<file path="src/rtl/lc3_pkg.sv">
// Shared LC-3 decode definitions: opcode enum, control-field encodings and
// the bit positions of the fields packed into E_Control.
package lc3_pkg;

    typedef enum logic [3:0] {
        OP_BR   = 4'b0000,
        OP_ADD  = 4'b0001,
        OP_LD   = 4'b0010,
        OP_ST   = 4'b0011,
        OP_JSR  = 4'b0100,
        OP_AND  = 4'b0101,
        OP_LDR  = 4'b0110,
        OP_STR  = 4'b0111,
        OP_RTI  = 4'b1000,
        OP_NOT  = 4'b1001,
        OP_LDI  = 4'b1010,
        OP_STI  = 4'b1011,
        OP_JMP  = 4'b1100,
        OP_RES  = 4'b1101,
        OP_LEA  = 4'b1110,
        OP_TRAP = 4'b1111
    } opcode_e;

    // Writeback source select (W_Control)
    typedef enum logic [1:0] {
        WB_ALU = 2'b00,
        WB_PC  = 2'b01,
        WB_MEM = 2'b10
    } wb_sel_e;

    // Address adder operand 1 (pcselect1)
    typedef enum logic [1:0] {
        PC1_NONE = 2'b00,
        PC1_OFF9 = 2'b01,
        PC1_OFF6 = 2'b10,
        PC1_ZERO = 2'b11
    } pcsel1_e;

    typedef enum logic [1:0] {
        ALU_ADD = 2'b00,
        ALU_AND = 2'b01,
        ALU_NOT = 2'b10
    } alu_ctl_e;

    // E_Control = {alu_control[1:0], pcselect1[1:0], pcselect2, op2select}
    localparam int unsigned E_ALU_HI = 5;
    localparam int unsigned E_ALU_LO = 4;
    localparam int unsigned E_PC1_HI = 3;
    localparam int unsigned E_PC1_LO = 2;
    localparam int unsigned E_PC2    = 1;
    localparam int unsigned E_OP2    = 0;

endpackage

</file>
<file path="src/rtl/lc3_decode_ctrl.sv">
// Combinational LC-3 control decoder.
// Ports:
//   instr       in  16  instruction word
//   e_control   out 6   {alu_control, pcselect1, pcselect2, op2select}
//   w_control   out 2   writeback select
//   mem_control out 1   indirect memory access (LDI/STI)
//   illegal     out 1   opcode not supported by this pipeline
module lc3_decode_ctrl
    import lc3_pkg::*;
(
    input  logic [15:0] instr,
    output logic [5:0]  e_control,
    output logic [1:0]  w_control,
    output logic        mem_control,
    output logic        illegal
);

    opcode_e  op;
    alu_ctl_e alu;
    pcsel1_e  pc1;
    logic     pc2;
    logic     op2;
    wb_sel_e  wb;

    // Only the opcode and the imm/register mode bit steer control.
    logic unused_instr_bits;
    assign unused_instr_bits = ^{instr[11:6], instr[4:0]};

    assign op = opcode_e'(instr[15:12]);

    always_comb begin
        alu         = ALU_ADD;
        pc1         = PC1_NONE;
        pc2         = 1'b0;
        op2         = 1'b0;
        wb          = WB_ALU;
        mem_control = 1'b0;
        illegal     = 1'b0;
        case (op)
            OP_ADD: begin
                alu = ALU_ADD;
                op2 = ~instr[5];
            end
            OP_AND: begin
                alu = ALU_AND;
                op2 = ~instr[5];
            end
            OP_NOT: begin
                alu = ALU_NOT;
                op2 = 1'b1;
            end
            OP_BR, OP_ST: begin
                pc1 = PC1_OFF9;
                pc2 = 1'b1;
            end
            OP_LD: begin
                pc1 = PC1_OFF9;
                pc2 = 1'b1;
                wb  = WB_MEM;
            end
            OP_LDI: begin
                pc1         = PC1_OFF9;
                pc2         = 1'b1;
                wb          = WB_MEM;
                mem_control = 1'b1;
            end
            OP_STI: begin
                pc1         = PC1_OFF9;
                pc2         = 1'b1;
                mem_control = 1'b1;
            end
            OP_LEA: begin
                pc1 = PC1_OFF9;
                pc2 = 1'b1;
                wb  = WB_PC;
            end
            OP_LDR: begin
                pc1 = PC1_OFF6;
                wb  = WB_MEM;
            end
            OP_STR: begin
                pc1 = PC1_OFF6;
            end
            OP_JMP: begin
                pc1 = PC1_ZERO;
            end
            default: begin
                illegal = 1'b1;
            end
        endcase

        e_control                    = '0;
        e_control[E_ALU_HI:E_ALU_LO] = alu;
        e_control[E_PC1_HI:E_PC1_LO] = pc1;
        e_control[E_PC2]             = pc2;
        e_control[E_OP2]             = op2;
        w_control                    = wb;
    end

endmodule

</file>
<file path="src/rtl/lc3_decode.sv">
// LC-3 decode stage: captures instruction/NPC on enable_decode and registers
// the execute, writeback and memory control words, an illegal-opcode flag
// and a wrapping count of decodes.
// Ports:
//   clock, reset (sync, active-high), enable_decode, npc_in[15:0],
//   instr_dout[15:0] -> IR, npc_out, E_Control[5:0], W_Control[1:0],
//   Mem_Control, decode_valid, illegal_instr, decode_count[COUNT_W-1:0]
module lc3_decode
    import lc3_pkg::*;
#(
    parameter int unsigned COUNT_W = 16
) (
    input  logic               clock,
    input  logic               reset,
    input  logic               enable_decode,
    input  logic [15:0]        npc_in,
    input  logic [15:0]        instr_dout,
    output logic [15:0]        IR,
    output logic [15:0]        npc_out,
    output logic [5:0]         E_Control,
    output logic [1:0]         W_Control,
    output logic               Mem_Control,
    output logic               decode_valid,
    output logic               illegal_instr,
    output logic [COUNT_W-1:0] decode_count
);

    logic [5:0] e_next;
    logic [1:0] w_next;
    logic       mem_next;
    logic       ill_next;

    // Controls are decoded from the incoming word, not the held IR.
    lc3_decode_ctrl u_ctrl (
        .instr       (instr_dout),
        .e_control   (e_next),
        .w_control   (w_next),
        .mem_control (mem_next),
        .illegal     (ill_next)
    );

    always_ff @(posedge clock) begin
        if (reset) begin
            IR            <= '0;
            npc_out       <= '0;
            E_Control     <= '0;
            W_Control     <= '0;
            Mem_Control   <= 1'b0;
            decode_valid  <= 1'b0;
            illegal_instr <= 1'b0;
            decode_count  <= '0;
        end else if (enable_decode) begin
            IR            <= instr_dout;
            npc_out       <= npc_in;
            E_Control     <= e_next;
            W_Control     <= w_next;
            Mem_Control   <= mem_next;
            decode_valid  <= 1'b1;
            illegal_instr <= ill_next;
            decode_count  <= decode_count + 1'b1;
        end else begin
            decode_valid  <= 1'b0;
        end
    end

endmodule

</file>
<file path="config.mk">
export PLATFORM = sky130hd
export DESIGN_NAME = lc3_decode
export DESIGN_NICKNAME = d
export VERILOG_FILES = /design/src/rtl/lc3_pkg.sv /design/src/rtl/lc3_decode_ctrl.sv /design/src/rtl/lc3_decode.sv
export SDC_FILE = /design/constraint.sdc
export NUM_CORES = 1
export LEC_CHECK = 0
export CAP_MARGIN = 20
export CORE_AREA = 2 2 76 78
export CTS_BUF_LIST = sky130_fd_sc_hd__clkbuf_8
export CTS_CLUSTER_DIAMETER = 200
export DETAILED_ROUTE_END_ITERATION = 10
export DIE_AREA = 0 0 78 80
export PLACE_DENSITY = 0.86
export SYNTH_ARGS = -nofsm -noshare
export SYNTH_HDL_FRONTEND = slang
export SYNTH_HIERARCHICAL = 1
export SYNTH_SLANG_ARGS = --single-unit
</file>
<file path="constraint.sdc">
create_clock -name clock -period 1.7 [get_ports clock]
set_input_delay 0.17 -clock clock [delete_from_list [all_inputs] [get_ports clock]]
set_output_delay 0.17 -clock clock [all_outputs]
set_load 0.01 [all_outputs]
</file>
==> summary.txt <==
Power and ir drop
  • Leak: 1.52 nW
  • VDD IR max: between 0.5 and 0.6 mV
  • Pwr dens: 952 nW/µm²

Global route
  • First-pass GRT wire length: about 9500 µm
  • Vias in the first global route: a little over 2,000
  • Largest net degree at the start of global routing: 38
  • Gr usage total: about 19%
  • Aggregate global routing overflow: 0
  • Initial antenna violation count: 0

Cells and area
  • P&R area growth vs syn: 53.2%
  • Most common cell after layout, fill and taps aside: clkdlybuf4s50_1
  • Most frequent cells in the layout: clkdlybuf4s50_1 (91), dfxtp_1 (59), nor2_1 (59)
  • Footprint of the multi-input gates: between 1000 and 1500 µm²
  • # nets final: approximately 380
  • Final Cell Area: about 3700 µm²
  • Share of cells above drive strength 1: between 10% and 20%
  • Fillers: around 440
  • Register Area: around 1200 µm²
  • ANT cells: 0

Setup path
  • WP data arrival: about 1.4 ns
  • Required time of the critical path: between 1.5 and 2 ns
  • CP Cell Sequence: buf_4 -> clkdlybuf4s50_1
  • Top delay family on crit path: buffers and inverters
  • Flop2flop setup slack: between 0.1 and 0.15 ns
  • Startpoint Class: register
  • CP peak stage delay: between 0.5 and 0.6 ns
  • Worst-path maximum fanout: 5
  • Crit. End Element: primary output
  • Critical Path Slowest Stage Cell: clkdlybuf4s50_1
  • Crit Path Category: register to primary output
  • Crit path buffers/inverters: 2

Run status
  • Status: finished clean

Synth
  • Syn Area/Cell: around 9.6 µm²
  • Post-synthesis cell type count: 32
  • Syn nets: ~280
  • Cell Area, Synth: about 2400 µm²
  • Post-Syn Instances: between 200 and 250
  • Seq/Total Area, Yosys: between 40 and 50%
  • Synth Warn #: 6
  • #FFs+latches synth: 59

Timing
  • Slew Limit Fails: 0
  • F_max: between 600 and 700 MHz
  • Final Skew: around 0.0031 ns
  • Setup_tns: 0 ns
  • Fin crit period: roughly 1.6 ns
  • Rel. slew slack: between 50% and 60%
  • Period utilization: approximately nine tenths
  • Worst Tran Pin Value: between 0.6 and 0.7 ns
  • Final hold vios: 0
  • # setup viols final: 0
  • RSZ-0062 raised after global routing: false

Clock network
  • Setup Buffers After CTS: 0
  • Worst skew pair latency: 0.33 ns
  • Reg clk slew, reported paths: 0.07 ns
  • CTS H-tree depth: 3
  • Clock Tree Root: clkbuf_8
  • Sink Count: between 50 and 60
  • Clock buffer depth: 2
  • CTS buffer count: 9
  • Cts hold-fix bufs: 0
  • CTS tree: yes
  • Post_cts resized: 0

Floorplan
  • Row count: 27
  • Core area: 5410 µm²
  • Die area: 6240 µm²
  • Die Span Y: 80 µm
  • Starting Density: between 40% and 50%
  • Number of I/O pins: 94
  • Die width: between 70 and 80 µm

Drt
  • 1st-iter DRT viols: 85
  • DRC: 0
  • Metal3 WL: ~450 µm
  • Vias: a little over 2,000
  • Vias per cell: around 4.9
  • Met1 WL: between 2000 and 3000 µm
  • Length of routed met2 wiring: 2630 µm
  • ANT nets after route: 0
  • DR top layer: met4
  • Final WL: ~5700 µm
  • Wire per inst: 13.5 µm
  • Drt pass-1 iters: 4

Placement
  • RD Place Congestion: between 0.7 and 0.8
  • DP Area: ~3400 µm²
  • Hpwl dp: between 4000 and 5000 µm
  • Port buffer count: between 90 and 100

Min path
  • Hold crit path type: input pin to register

Run
  • MaxCap Viol Count: 0
## area by class of cell
type	instances	area share (%)
sequential	59	32.2
multi-input combinational	170	30.6
timing repair buffer	105	27.6
clock buffer	11	4.13
clock inverter	4	2.66
tap	72	2.46
inverter	3	0.307
## registers in the layout, summed over array words and instances (netlist names)
register and count:
illegal_instr 1, npc_out 16, decode_valid 1, W_Control 2
E_Control 6, IR 16, Mem_Control 1, decode_count 16
## per-layer routing
layer  track usage [%]  vias to the layer above
met2              30.8                       70
met4              7.37                        0
met1              23.3                      951
met5                 0                        -
met3              8.48                        9
li1                  -                     1032
## worst paths after layout
path                   start  cells after the start          endpoint
max          decode_count[2]                      2   decode_count[2]
min                    reset                      2   decode_count[9]
max reg2reg  decode_count[8]                      4  decode_count[12]
min reg2reg     E_Control[0]                      2      E_Control[0]
## worst register-to-register path: cells and delay by family, from the launching register on
| kind | cells | cell delay (ns) |
|---|---|---|
| AND/OR/NAND/NOR | 3 | 0.89 |
| flip-flops | 1 | 0.40 |
| XOR/XNOR | 1 | 0.13 |
## cell usage after synthesis
cell type | number | area (µm²)
nand3_1 | 5 | 25.0
clkbuf_1 | 5 | 18.8
buf_4 | 2 | 15.0
inv_1 | 3 | 11.3
or3_1 | 1 | 6.26
mux2_2 | 3 | 33.8
nor3b_1 | 2 | 15.0
a31o_2 | 1 | 8.76
buf_1 | 2 | 7.51
dfxtp_1 | 59 | 1180
a21oi_2 | 1 | 8.76
and4_1 | 2 | 17.5
xor2_1 | 7 | 61.3
o21ai_0 | 2 | 10.0
nand2b_1 | 5 | 31.3
and3_1 | 2 | 12.5
ha_1 | 1 | 12.5
nor4_1 | 1 | 6.26
or3b_1 | 1 | 8.76
nor3_1 | 4 | 20.0
o2bb2ai_1 | 1 | 8.76
nand4_1 | 5 | 31.3
xnor2_1 | 4 | 35.0
mux2i_1 | 43 | 430
nor2_1 | 59 | 221
nor2b_1 | 8 | 50.1
a21oi_1 | 3 | 15.0
nand4_2 | 1 | 12.5
or4_4 | 1 | 11.3
buf_2 | 7 | 35.0
o31ai_1 | 1 | 7.51
nand2_1 | 6 | 22.5
## report_power, final
group / leakage (nW) / switching, mW / internal, mW
registers: 0.483 / 0.0319 / 1.44
clock network: 0.122 / 0.542 / 1.05
logic: 0.919 / 0.181 / 0.248
## kinds of logic (layout without fill, tap and decap cells)
logic type / after synthesis / count (layout) / share of synthesized area [%]
AOI/OAI and AO/OA: 9 / 9 / 2.46
xor gates and xnor gates: 11 / 11 / 4.03
adders and majority gates: 1 / 1 / 0.523
buffers and inverters: 19 / 123 / 3.66
DFF: 59 / 59 / 49.4
muxes: 46 / 46 / 19.4
and+or+nand+nor: 103 / 103 / 20.6
## metrics by stage
stage / utilization [%] / hold WS [ns] / cells / power [mW] / setup WS, ns
after global placement: 63.2 / 0.471 / 409 / 1.92 / 0.220
after floorplan: - / 0.317 / 248 / 1.70 / 0.0577
after detailed placement: 63.2 / 0.484 / 409 / 1.93 / 0.155
after global routing: 67.8 / 0.283 / 424 / 3.62 / 0.0894
after CTS: 67.8 / 0.270 / 424 / 3.51 / 0.124
final: 67.8 / 0.276 / 424 / 3.49 / 0.146
Note: power is estimated with default switching activity, not from simulation.
